--- config.mk ---
export PLATFORM = sky130hd
export DESIGN_NAME = tc_result_drain
export DESIGN_NICKNAME = d
export VERILOG_FILES = /design/src/rtl/tc_result_drain.sv
export SDC_FILE = /design/constraint.sdc
export NUM_CORES = 1
export LEC_CHECK = 0
export BUFFER_PORTS_ARGS = -buffer_cell sky130_fd_sc_hd__buf_2
export CORE_MARGIN = 8
export CORE_UTILIZATION = 61
export DETAILED_ROUTE_END_ITERATION = 8
export PLACE_DENSITY_LB_ADDON = 0.15
export SYNTH_ARGS = -nofsm -noshare
export SYNTH_HDL_FRONTEND = slang
export SYNTH_SLANG_ARGS = --single-unit
--- constraint.sdc ---
create_clock -name clk -period 4.7 [get_ports clk]
set_clock_uncertainty 0.2 [all_clocks]
set_input_delay 0.47 -clock clk [delete_from_list [all_inputs] [get_ports clk]]
set_output_delay 0.47 -clock clk [all_outputs]
set_load 0.05 [all_outputs]
--- src/rtl/tc_result_drain.sv ---
// ============================================================================
// tc_result_drain
// ----------------------------------------------------------------------------
// Receive end of the tc_array datapath. Partial-sum beats of TILE_M lanes are
// accumulated lane by lane across a K-reduction packet (closed by in_last).
// Each finished result vector is pushed into a small FIFO and handed to the
// writeback path over a valid/ready interface.
//
// Optional feature (compile-time macro TC_DRAIN_SAT_EN):
//   defined   - lane sums that exceed 2^DW_ACC-1 clamp to all ones, and
//               sat_flag becomes a sticky indicator (cleared only by reset)
//   undefined - lane sums wrap modulo 2^DW_ACC, sat_flag is tied to 0
//
// Ports:
//   clk         in   clock, rising edge
//   reset       in   asynchronous reset, active-high
//   in_valid    in   in_data / in_last valid
//   in_ready    out  block accepts a beat (low while reset or FIFO full)
//   in_data     in   TILE_M*DW_DATA, lane i at [i*DW_DATA +: DW_DATA]
//   in_last     in   beat closes the current packet
//   out_valid   out  FIFO head valid
//   out_ready   in   consumer takes the head
//   out_data    out  TILE_M*DW_ACC, lane i at [i*DW_ACC +: DW_ACC]; 0 when idle
//   fifo_level  out  number of stored results
//   sat_flag    out  sticky saturation indicator
// ============================================================================
module tc_result_drain #(
    parameter int TILE_M     = 4,
    parameter int DW_DATA    = 8,
    parameter int DW_ACC     = 16,
    parameter int FIFO_DEPTH = 4
) (
    input  logic                             clk,
    input  logic                             reset,
    input  logic                             in_valid,
    output logic                             in_ready,
    input  logic [TILE_M*DW_DATA-1:0]        in_data,
    input  logic                             in_last,
    output logic                             out_valid,
    input  logic                             out_ready,
    output logic [TILE_M*DW_ACC-1:0]         out_data,
    output logic [$clog2(FIFO_DEPTH+1)-1:0]  fifo_level,
    output logic                             sat_flag
);

    localparam int LW = $clog2(FIFO_DEPTH + 1);
    localparam int PW = (FIFO_DEPTH > 1) ? $clog2(FIFO_DEPTH) : 1;
    localparam int VW = TILE_M * DW_ACC;

    // Accumulator state
    logic [VW-1:0]  acc_reg;
    logic [VW-1:0]  acc_next;
    logic           first_reg;
    logic           first_next;
    logic [VW-1:0]  sum_vec;

    // Result FIFO state
    logic [VW-1:0]  fifo_mem [FIFO_DEPTH];
    logic [PW-1:0]  wr_ptr_reg;
    logic [PW-1:0]  rd_ptr_reg;
    logic [LW-1:0]  level_reg;
    logic [LW-1:0]  level_next;

    logic           accept;
    logic           push;
    logic           pop;

    // ------------------------------------------------------------------------
    // Handshakes. in_ready deliberately ignores a same-cycle pop so that the
    // ready path does not depend on out_ready.
    // ------------------------------------------------------------------------
    assign in_ready   = !reset && (level_reg != LW'(FIFO_DEPTH));
    assign accept     = in_valid && in_ready;
    assign push       = accept && in_last;
    assign out_valid  = (level_reg != '0);
    assign pop        = out_valid && out_ready;
    assign out_data   = out_valid ? fifo_mem[rd_ptr_reg] : '0;
    assign fifo_level = level_reg;

    // ------------------------------------------------------------------------
    // Per-lane adders. On the first beat of a packet the stored accumulator is
    // ignored, so a packet never inherits stale partial sums.
    // ------------------------------------------------------------------------
`ifdef TC_DRAIN_SAT_EN
    logic [TILE_M-1:0] lane_clamp;
`endif

    generate
        for (genvar gi = 0; gi < TILE_M; gi++) begin : g_lane
            logic [DW_ACC-1:0] base;
            logic [DW_ACC-1:0] addend;

            assign base   = first_reg ? '0 : acc_reg[gi*DW_ACC +: DW_ACC];
            assign addend = DW_ACC'(in_data[gi*DW_DATA +: DW_DATA]);

`ifdef TC_DRAIN_SAT_EN
            // One extra bit catches the carry-out; a clamped lane that keeps
            // receiving data overflows again and therefore stays clamped.
            logic [DW_ACC:0] wide;
            assign wide                        = {1'b0, base} + {1'b0, addend};
            assign lane_clamp[gi]              = wide[DW_ACC];
            assign sum_vec[gi*DW_ACC +: DW_ACC] = wide[DW_ACC] ? '1 : wide[DW_ACC-1:0];
`else
            assign sum_vec[gi*DW_ACC +: DW_ACC] = base + addend;
`endif
        end
    endgenerate

    // ------------------------------------------------------------------------
    // Next-state logic
    // ------------------------------------------------------------------------
    always_comb begin
        acc_next   = acc_reg;
        first_next = first_reg;
        if (accept) begin
            if (in_last) begin
                acc_next   = '0;
                first_next = 1'b1;
            end else begin
                acc_next   = sum_vec;
                first_next = 1'b0;
            end
        end
    end

    always_comb begin
        level_next = level_reg;
        case ({push, pop})
            2'b10:   level_next = level_reg + 1'b1;
            2'b01:   level_next = level_reg - 1'b1;
            default: level_next = level_reg;
        endcase
    end

    // ------------------------------------------------------------------------
    // State registers
    // ------------------------------------------------------------------------
    always_ff @(posedge clk or posedge reset) begin
        if (reset) begin
            acc_reg    <= '0;
            first_reg  <= 1'b1;
            wr_ptr_reg <= '0;
            rd_ptr_reg <= '0;
            level_reg  <= '0;
        end else begin
            acc_reg    <= acc_next;
            first_reg  <= first_next;
            level_reg  <= level_next;
            // FIFO_DEPTH is a power of two, so natural overflow wraps.
            if (push) wr_ptr_reg <= wr_ptr_reg + 1'b1;
            if (pop)  rd_ptr_reg <= rd_ptr_reg + 1'b1;
        end
    end

    // Storage needs no reset: out_data is masked whenever the FIFO is empty.
    always_ff @(posedge clk) begin
        if (push) fifo_mem[wr_ptr_reg] <= sum_vec;
    end

`ifdef TC_DRAIN_SAT_EN
    logic sat_reg;

    always_ff @(posedge clk or posedge reset) begin
        if (reset) begin
            sat_reg <= 1'b0;
        end else if (accept && (|lane_clamp)) begin
            sat_reg <= 1'b1;
        end
    end

    assign sat_flag = sat_reg;
`else
    assign sat_flag = 1'b0;
`endif

endmodule

==> results.yml <==
run_status:
  status: "completed"
clock_network:
  clk_pin_slew_worst_paths_ps: 60
  post_cts_buffers: 0
  cts.repair.resized: 0
  cts_sinks: 328
  cts_max_path_buffers: 3
  cts_buffers: 35
  cts_root_buf: "clkbuf_16"
  cts_htree_levels: 2
  clk_latency_ps: 510
  cts_tree: "yes"
pwr:
  powerDensity_mw_per_mm2: 671.8
  p_leak_nw: 6.595
  peakVddDrop_uv: 684.9
  p_total_w: 0.01164
detailed_routing:
  totalWireLength_um: 31920
  via_per_inst: 5.919
  first_iter_violations: 593
  wl_per_cell_um: 21.24
  antenna_left: 0
  first_pass_iters: 4
  vias: 8897
  drc: 0
place:
  port_buffers: 105
  dp_hpwl_um: 19990
  gp_congestion: 0.8312
synth:
  yosys.area.top_type_share: 0.5046
  synth_area_per_cell_sq_um: 14.69
  ys_ff_latch: 328
  yosys.area.top_type: "edfxtp_1"
  yosysSeqAreaShare: 0.6229
  synth_edf_count: 256
  synthTopCellsByArea: "edfxtp_1, dfrtp_1, mux4_2, ha_1, and2_1"
  syn_inst: 1037
  synth_top_flop_cell: "edfxtp_1"
  syn-num-nets: 1116
  synth-warning-count: 0
  netlist_area_sq_mm: 0.01523
  synth_cell_types: 77
  async_flop_share: 0.2195
floorplan:
  die_h_um: 174.0
  die_area_sq_mm: 0.03029
  core_area_sq_mm: 0.02482
  num_io_pins: 107
  num_rows: 58
  die_w_um: 174.0
  start_util: 0.6138
sta:
  fin_crit_sh: 0.7767
  drv_slew: 0
  worstMarginPinSlew_ps: 1065
  hold_ws_ps: 174.9
  fin_crit_ps: 3650
  clock.fmax_mhz: 273.9
  rsz0062_at_grt: "false"
  slew_headroom: 0.2899
  final.setup.tns_ps: 0
  setup_violations: 0
  hold_violations: 0
critical_path:
  setup.worst_path.end_class: "flop"
  r2r_cells: 9
  crit_arrival_ps: 3730
  critPathKind: "reg -> reg"
  reg2reg_slack_ps: 1050
  worstReg2RegEnd: "fifo_mem[1][28]"
  r2r_start: "first_reg"
  startpoint_type: "flop"
  critPathMaxFanout: 37
  cp.required_ps: 4780
hold_path:
  min_from: "out_ready"
  hold_path_end: "rd_ptr_reg[0]"
  worstHoldPathCells: 3
  worstHoldPathType: "in -> reg"
job:
  cap_violations: 0
global_route:
  track_usage: 0.2138
  grt_antenna_before_repair: 0
  overflow: 0
  grt_pass1_wl_um: 51540
  grt_pass1_vias: 9326
  grt_max_degree: 67
cells_and_area:
  drive_gt1_frac: 0.2438
  syn_to_final_growth_pct: 13.72
  largest_reg_flops: 256
  nets: 1227
  finalCoreUtilization: 0.6980
  antennaDiodeCount: 0
## per-layer routing
metal,global-route usage,vias up,routed length (um)
li1,-,4131,-
met1,0.2939,4515,14350
met2,0.3535,215,15550
met3,0.03884,36,1579
met4,0.04631,0,437
met5,0,-,0
## worst max-delay path by stage
stage / to / slack, ps / from
finish: fifo_mem[1][28] / 1050 / first_reg
global route: fifo_mem[3][28] / 750 / first_reg
CTS: fifo_mem[3][28] / 1050 / first_reg
detailed placement: fifo_mem[3][28] / 1060 / first_reg
global placement: fifo_mem[2][58] / 1160 / first_reg
floorplan: fifo_mem[1][0] / 700 / fifo_level[0]
## critical path, cell delays in order, from the launching register on
cell	delay (ps)
dfstp_2	1060
nor2b_1	120
ha_1	270
fa_1	460
a211oi_1	260
nor2_2	100
o22ai_2	320
nand2b_4	230
nor2_1	80
xnor2_1	330
## kinds of logic (layout without fill, tap and decap cells)
group | Yosys count | in the layout | share of synthesized area
AOI/OAI and AO/OA | 153 | 153 | 0.07170
muxes | 68 | 68 | 0.09740
other | 1 | 1 | 0.0002462
adders and majority gates | 42 | 42 | 0.03696
buffers and inverters | 64 | 200 | 0.01873
xor gates and xnor gates | 56 | 56 | 0.03219
and+or+nand+nor | 325 | 325 | 0.1198
DFF | 328 | 328 | 0.6229
## Yosys cell counts (all sizes together) (2+ instances only)
| master | n |
|---|---|
| nor3b | 6 |
| mux2 | 2 |
| buf | 20 |
| or2 | 4 |
| nand3 | 23 |
| xnor2 | 43 |
| o311ai | 2 |
| and2b | 2 |
| o21ai | 36 |
| nand3b | 5 |
| fa | 5 |
| mux2i | 2 |
| a31o | 3 |
| ha | 37 |
| and2 | 70 |
| a22o | 20 |
| or3 | 9 |
| a21boi | 3 |
| a2bb2oi | 2 |
| nor2b | 48 |
| edfxtp | 256 |
| and3 | 9 |
| a21o | 13 |
| dfrtp | 71 |
| o31ai | 8 |
| mux4 | 64 |
| nor2 | 43 |
| nor3 | 7 |
| a21oi | 30 |
| or4 | 13 |
| a211oi | 9 |
| xor2 | 13 |
| o211ai | 11 |
| nand4 | 3 |
| clkbuf | 30 |
| a31oi | 3 |
| nand2 | 68 |
| inv | 13 |
| o21a | 5 |
| nand2b | 13 |
## timing repair
item / in CTS / in global routing
endpoints found under the setup margin: 0 / 0
hold endpoints to repair: 15 / 0
hold buffers: 1 / 0
## cell type report
| class | instances | area (sq um) |
|---|---|---|
| Inverter | 14 | 52.55 |
| Fill cell | 1723 | 7495 |
| Sequential cell | 328 | 9495 |
| Tap cell | 330 | 412.9 |
| Timing Repair Buffer | 124 | 708.2 |
| Clock buffer | 46 | 1010 |
| Multi-Input combinational cell | 645 | 5468 |
| Clock inverter | 16 | 177.7 |
## placed cells by master, fill, tap and decap left out, types with 10 or more instances in the layout
master / count
nand3_1: 21
o21ai_1: 10
buf_2: 105
buf_4: 15
nand2_1: 65
a22o_1: 20
nand2b_1: 12
o21ai_0: 26
clkbuf_16: 37
nor2b_1: 48
dfrtp_1: 69
xor2_1: 13
or4_1: 11
a21oi_1: 27
ha_1: 37
a21o_1: 13
edfxtp_1: 256
and2_1: 69
nor2_1: 40
xnor2_1: 43
inv_1: 10
mux4_2: 64
## metrics by stage
stage | worst slack (ps) | instances | area, sq um
6_report | 1050 | 1503 | 17320
5_1_grt | 751.0 | 1503 | 17320
4_1_cts | 1051 | 1503 | 17320
3_5_place_dp | 1060 | 1440 | 16130
3_3_place_gp | 1160 | 1440 | 16130
2_1_floorplan | 703.0 | 1037 | 15230
## report_power, final
group          internal [W]  switching, W  total, W
Combinational       0.00163       0.00312   0.00475
Clock               0.00173       0.00107   0.00280
Sequential          0.00375      0.000344   0.00409
Total               0.00711       0.00453    0.0116
(Power assumes the default switching activity.)
